### src/rtl/inv_sub_bytes_seq.sv
// Sequential AES InvSubBytes: substitutes BPC bytes of a 128-bit state per cycle,
// then holds the result on a valid/ready output until the consumer takes it.
module inv_sub_bytes_seq #(
  parameter int BPC = 4
) (
  input  logic         clk,
  input  logic         rst,
  input  logic         in_valid,
  output logic         in_ready,
  input  logic [127:0] in_state,
  output logic         out_valid,
  input  logic         out_ready,
  output logic [127:0] out_state,
  output logic         busy
);

  // state | meaning
  // IDLE  | waiting for a new state, in_ready high
  // RUN   | substituting BPC bytes per edge, cnt selects the byte group
  // DONE  | result held on out_state until out_ready

  localparam int R  = 16 / BPC;
  localparam int CW = (R > 1) ? $clog2(R) : 1;
  localparam int SW = 8 * BPC;
  localparam logic [7:0] INV_AFF_C = 8'h05;

  typedef enum logic [1:0] {IDLE, RUN, DONE} state_t;

  function automatic logic [7:0] gmul(input logic [7:0] x, input logic [7:0] y);
    logic [7:0] acc;
    logic [7:0] t;
    acc = 8'h00;
    t   = x;
    for (int i = 0; i < 8; i++) begin
      if (y[i]) acc = acc ^ t;
      t = {t[6:0], 1'b0} ^ (t[7] ? 8'h1b : 8'h00);
    end
    return acc;
  endfunction

  // Inverse affine, then GF(2^8) inverse as b^254 (zero maps to zero for free).
  function automatic logic [7:0] invsb(input logic [7:0] a);
    logic [7:0] b;
    logic [7:0] p;
    logic [7:0] r;
    for (int i = 0; i < 8; i++)
      b[i] = a[(i + 2) % 8] ^ a[(i + 5) % 8] ^ a[(i + 7) % 8] ^ INV_AFF_C[i];
    p = b;
    r = 8'h01;
    for (int k = 1; k < 8; k++) begin
      p = gmul(p, p);
      r = gmul(r, p);
    end
    return r;
  endfunction

  state_t         state, state_next;
  logic [CW-1:0]  cnt;
  logic [127:0]   work, work_next;
  logic [SW-1:0]  slice_in, slice_out;
  logic [6:0]     sh;
  logic           accept, last;

  assign accept = in_valid && in_ready;
  assign last   = (cnt == CW'(R - 1));

  always_ff @(posedge clk) begin
    if (rst) state <= IDLE;
    else     state <= state_next;
  end

  always_comb begin
    state_next = state;
    case (state)
      IDLE:    if (accept) state_next = RUN;
      RUN:     if (last) state_next = DONE;
      DONE:    if (out_ready) state_next = in_valid ? RUN : IDLE;
      default: state_next = IDLE;
    endcase
  end

  always_comb begin
    in_ready  = !rst && ((state == IDLE) || ((state == DONE) && out_ready));
    out_valid = (state == DONE);
    busy      = (state != IDLE);
    out_state = work;
  end

  // Byte 0 sits in the top bits, so group cnt starts 128 - SW*(cnt+1) from the bottom.
  always_comb begin
    sh        = 7'(128 - SW * (int'(cnt) + 1));
    slice_in  = work[sh +: SW];
    slice_out = slice_in;
    for (int j = 0; j < BPC; j++)
      slice_out[SW-1-8*j -: 8] = invsb(slice_in[SW-1-8*j -: 8]);
    work_next = work;
    work_next[sh +: SW] = slice_out;
  end

  always_ff @(posedge clk) begin
    if (rst) begin
      work <= '0;
      cnt  <= '0;
    end else if (accept) begin
      work <= in_state;
      cnt  <= '0;
    end else if (state == RUN) begin
      work <= work_next;
      cnt  <= last ? '0 : cnt + 1'b1;
    end
  end

endmodule

### config.mk
export PLATFORM = sky130hd
export DESIGN_NAME = inv_sub_bytes_seq
export DESIGN_NICKNAME = d
export VERILOG_FILES = /design/src/rtl/inv_sub_bytes_seq.sv
export SDC_FILE = /design/constraint.sdc
export NUM_CORES = 2
export LEC_CHECK = 0
export CORE_ASPECT_RATIO = 0.9
export CORE_MARGIN = 2
export CORE_UTILIZATION = 46
export DETAILED_ROUTE_END_ITERATION = 10
export DONT_BUFFER_PORTS = 1
export SYNTH_ARGS = -nofsm -noshare
export SYNTH_HDL_FRONTEND = slang
export SYNTH_SLANG_ARGS = --single-unit
### constraint.sdc
create_clock -name clk -period 15.8 [get_ports clk]
set_clock_uncertainty 0.05 [all_clocks]
set_input_delay 2.37 -clock clk [delete_from_list [all_inputs] [get_ports clk]]
set_output_delay 2.37 -clock clk [all_outputs]
set_load 0.005 [all_outputs]
==> flow_metrics.py <==
metrics = {
    "global_route": {
        "grt_antenna_before_repair": 14,
        "grt_overflow": 0,
        "grt_usage": 0.291,
        "grt_pass1_wl_um": 348000,
        "grt_max_degree": 135,
        "grt_pass1_vias": 59900,
    },
    "placement": {
        "gp_congestion": 0.940,
        "dp_hpwl_um": 164000,
        "place_area_mm2": 0.0703,
        "numPortBuffers": 0,
    },
    "synth": {
        "seq_area_frac_synth": 0.0403,
        "synth_seq_cells": 132,
        "synthesis.instances": 8832,
        "yosysUniqueCellTypes": 129,
        "synth_top_cell_by_area": "xnor2_1",
        "syn_area_per_cell_um2": 7.42,
        "yosys.cell_count.top_type": "xnor2_1",
        "synth_ff_type": "dfxtp_1",
        "synth-edff-count": 0,
        "synth_area_leaders": "xnor2_1 22%, xnor3_1 8.4%, nor2_1 7.1%, xor2_1 5.2%, nand2_1 5.0%",
        "yosysWarnings": 0,
        "synthArstFlopShare": 0,
        "synth.net_count": 8996,
        "synth.top_cells.by_count": "1681 x xnor2_1, 1247 x nor2_1, 871 x nand2_1, 431 x a21oi_1",
        "synth_top_area_share": 0.225,
        "synth.cell_area_mm2": 0.0655,
    },
    "routing": {
        "viasPerCell": 6.00,
        "drc_errors": 0,
        "wl_per_cell_um": 20.7,
        "routed_wl_um": 225000,
        "num_vias": 65300,
        "dr.pass1.iters": 6,
        "drt_iter0_markers": 6631,
        "ant_nets": 0,
    },
    "die": {
        "initial_core_util": 0.463,
        "io_pins": 263,
        "row_count": 131,
        "die_x_um": 402,
        "dieArea_mm2": 0.145,
        "die_y_um": 362,
        "design.core.area_mm2": 0.142,
    },
    "sta": {
        "setup_viol": 0,
        "fin_crit_sh": 0.963,
        "tightest_slew_ns": 1.25,
        "slew_headroom": 0.163,
        "final_hold_viol_count": 0,
        "fin_crit_ns": 15.22,
        "timing.fmax_mhz": 65.7,
        "finalMaxSlewViolations": 0,
    },
    "clocking": {
        "cts_tree": "done",
        "clock_latency_ns": 0.48,
        "cts_max_path_buffers": 2,
        "cts.clk_slew.worst_paths_ns": 0.09,
        "cts-root-buf": "clkbuf_16",
        "cts_buffers": 17,
        "htreeDepth": 4,
        "cts_num_sinks": 132,
    },
    "layout": {
        "syn2layout_area_growth_pct": 15.5,
        "fillers": 13500,
        "fin_nets": 9176,
        "layout-drive-gt1-share": 0.194,
        "fin_area_mm2": 0.0756,
    },
    "critical_path": {
        "slowest_stage": "xnor3_2",
        "cp.required_ns": 16.16,
        "crit_family": "compound AO/OA/AOI/OAI gates",
        "critPathBufInv": 9,
        "crit_path_max_incr_delay_ns": 0.52,
        "startpoint_type": "register",
        "cp-end-kind": "register",
        "critPathArrivalTime_ns": 15.58,
        "critPathKind": "register to register",
        "critical_path_peak_fanout": 11,
    },
    "job": {
        "max-cap-violations": 0,
    },
    "worst_hold_path": {
        "hp-class": "register to register",
    },
    "outcome": {
        "status": "finished clean",
    },
}
-- state kept, by name (all words and copies together) (netlist names) --
signal	flops
out_state	128
cnt	2
state	2
-- what timing repair did --
action,CTS,global route
cloned,0,8
hold buffers,0,0
setup endpoints to repair,128,128
buffers inserted,37,177
gates resized for setup,89,374
pin swaps,30,127
-- routing by layer --
layer | share of wire | up-vias | track usage
met5 | 0.00018 | - | 0
met4 | 0.021 | 8 | 0.0680
met3 | 0.081 | 312 | 0.0504
met2 | 0.45 | 2561 | 0.455
met1 | 0.45 | 31400 | 0.414
li1 | - | 31100 | -
-- worst reg2reg max path: cells and delay by family, from the launching register on --
kind | cells | cell delay [ns]
muxes | 4 | 0.90
and+or+nand+nor | 15 | 3.45
xor gates and xnor gates | 13 | 3.59
AOI/OAI and AO/OA | 20 | 4.27
adders and majority gates | 4 | 1.24
buffers and inverters | 9 | 1.32
DFF | 1 | 0.37
-- kinds of logic (layout without fill, tap and decap cells) --
kind of cell / Yosys count / after routing / share of synthesized area
adder cells (fa/ha/maj): 38 / 38 / 0.00703
AND/OR/NAND/NOR: 3039 / 3040 / 0.204
multiplexers: 309 / 309 / 0.0562
AO/OA/AOI/OAI: 1963 / 1963 / 0.198
XOR/XNOR: 2593 / 2598 / 0.444
buffers and inverters: 758 / 945 / 0.0511
flip-flops: 132 / 132 / 0.0403
other: 0 / 8 / 0
-- worst paths after layout --
check | from | to | slack, ns | cells past startpoint
worst max-delay path | cnt[0] | out_state[96] | 0.58 | 65
worst min-delay path | out_state[39] | out_state[39] | 0.55 | 2
worst max register to register | cnt[0] | out_state[96] | 0.58 | 65
worst min register to register | out_state[39] | out_state[39] | 0.55 | 2
-- cell type report --
type	instances	area, µm²	area share
flip-flops and latches	132	2650	0.0350
repair buffers	802	6350	0.0840
clock inverters	15	178	0.00235
clock buffers	17	425	0.00562
inverters	111	428	0.00566
multi-input cells	7948	63300	0.836
diodes	8	20.0	0.000265
well taps	1862	2330	0.0308
-- layout by cell type (no fill, tap or decap), types with 87 or more instances in the layout --
master	instances
nor3_1	214
o22ai_1	116
xor2_1	340
a22oi_1	174
a21oi_1	415
xnor2_4	97
xnor2_1	1483
xnor3_1	187
nand3_1	214
nand2_1	869
dfxtp_1	130
buf_4	762
xnor2_2	276
o21ai_1	106
o211ai_1	87
nor2_1	1241
mux2i_1	199
o21ai_0	372
-- through the flow --
| step | instances | setup slack [ns] | utilization | setup TNS (ns) | hold WS [ns] |
|---|---|---|---|---|---|
| 2_1_floorplan | 8832 | 0.00230 | - | 0 | 0.485 |
| 3_3_place_gp | 10600 | -0.328 | 0.497 | -20.64 | 0.527 |
| 3_5_place_dp | 10600 | -0.669 | 0.497 | -51.04 | 0.533 |
| 4_1_cts | 10700 | -0.0150 | 0.507 | -0.0150 | 0.549 |
| 5_1_grt | 10900 | -0.104 | 0.534 | -1.85 | 0.576 |
| 6_report | 10900 | 0.584 | 0.534 | 0 | 0.550 |
Power is left out: the tool's default activity adds up to more than one toggle a clock period on the data nets, which glitch-free logic cannot reach.
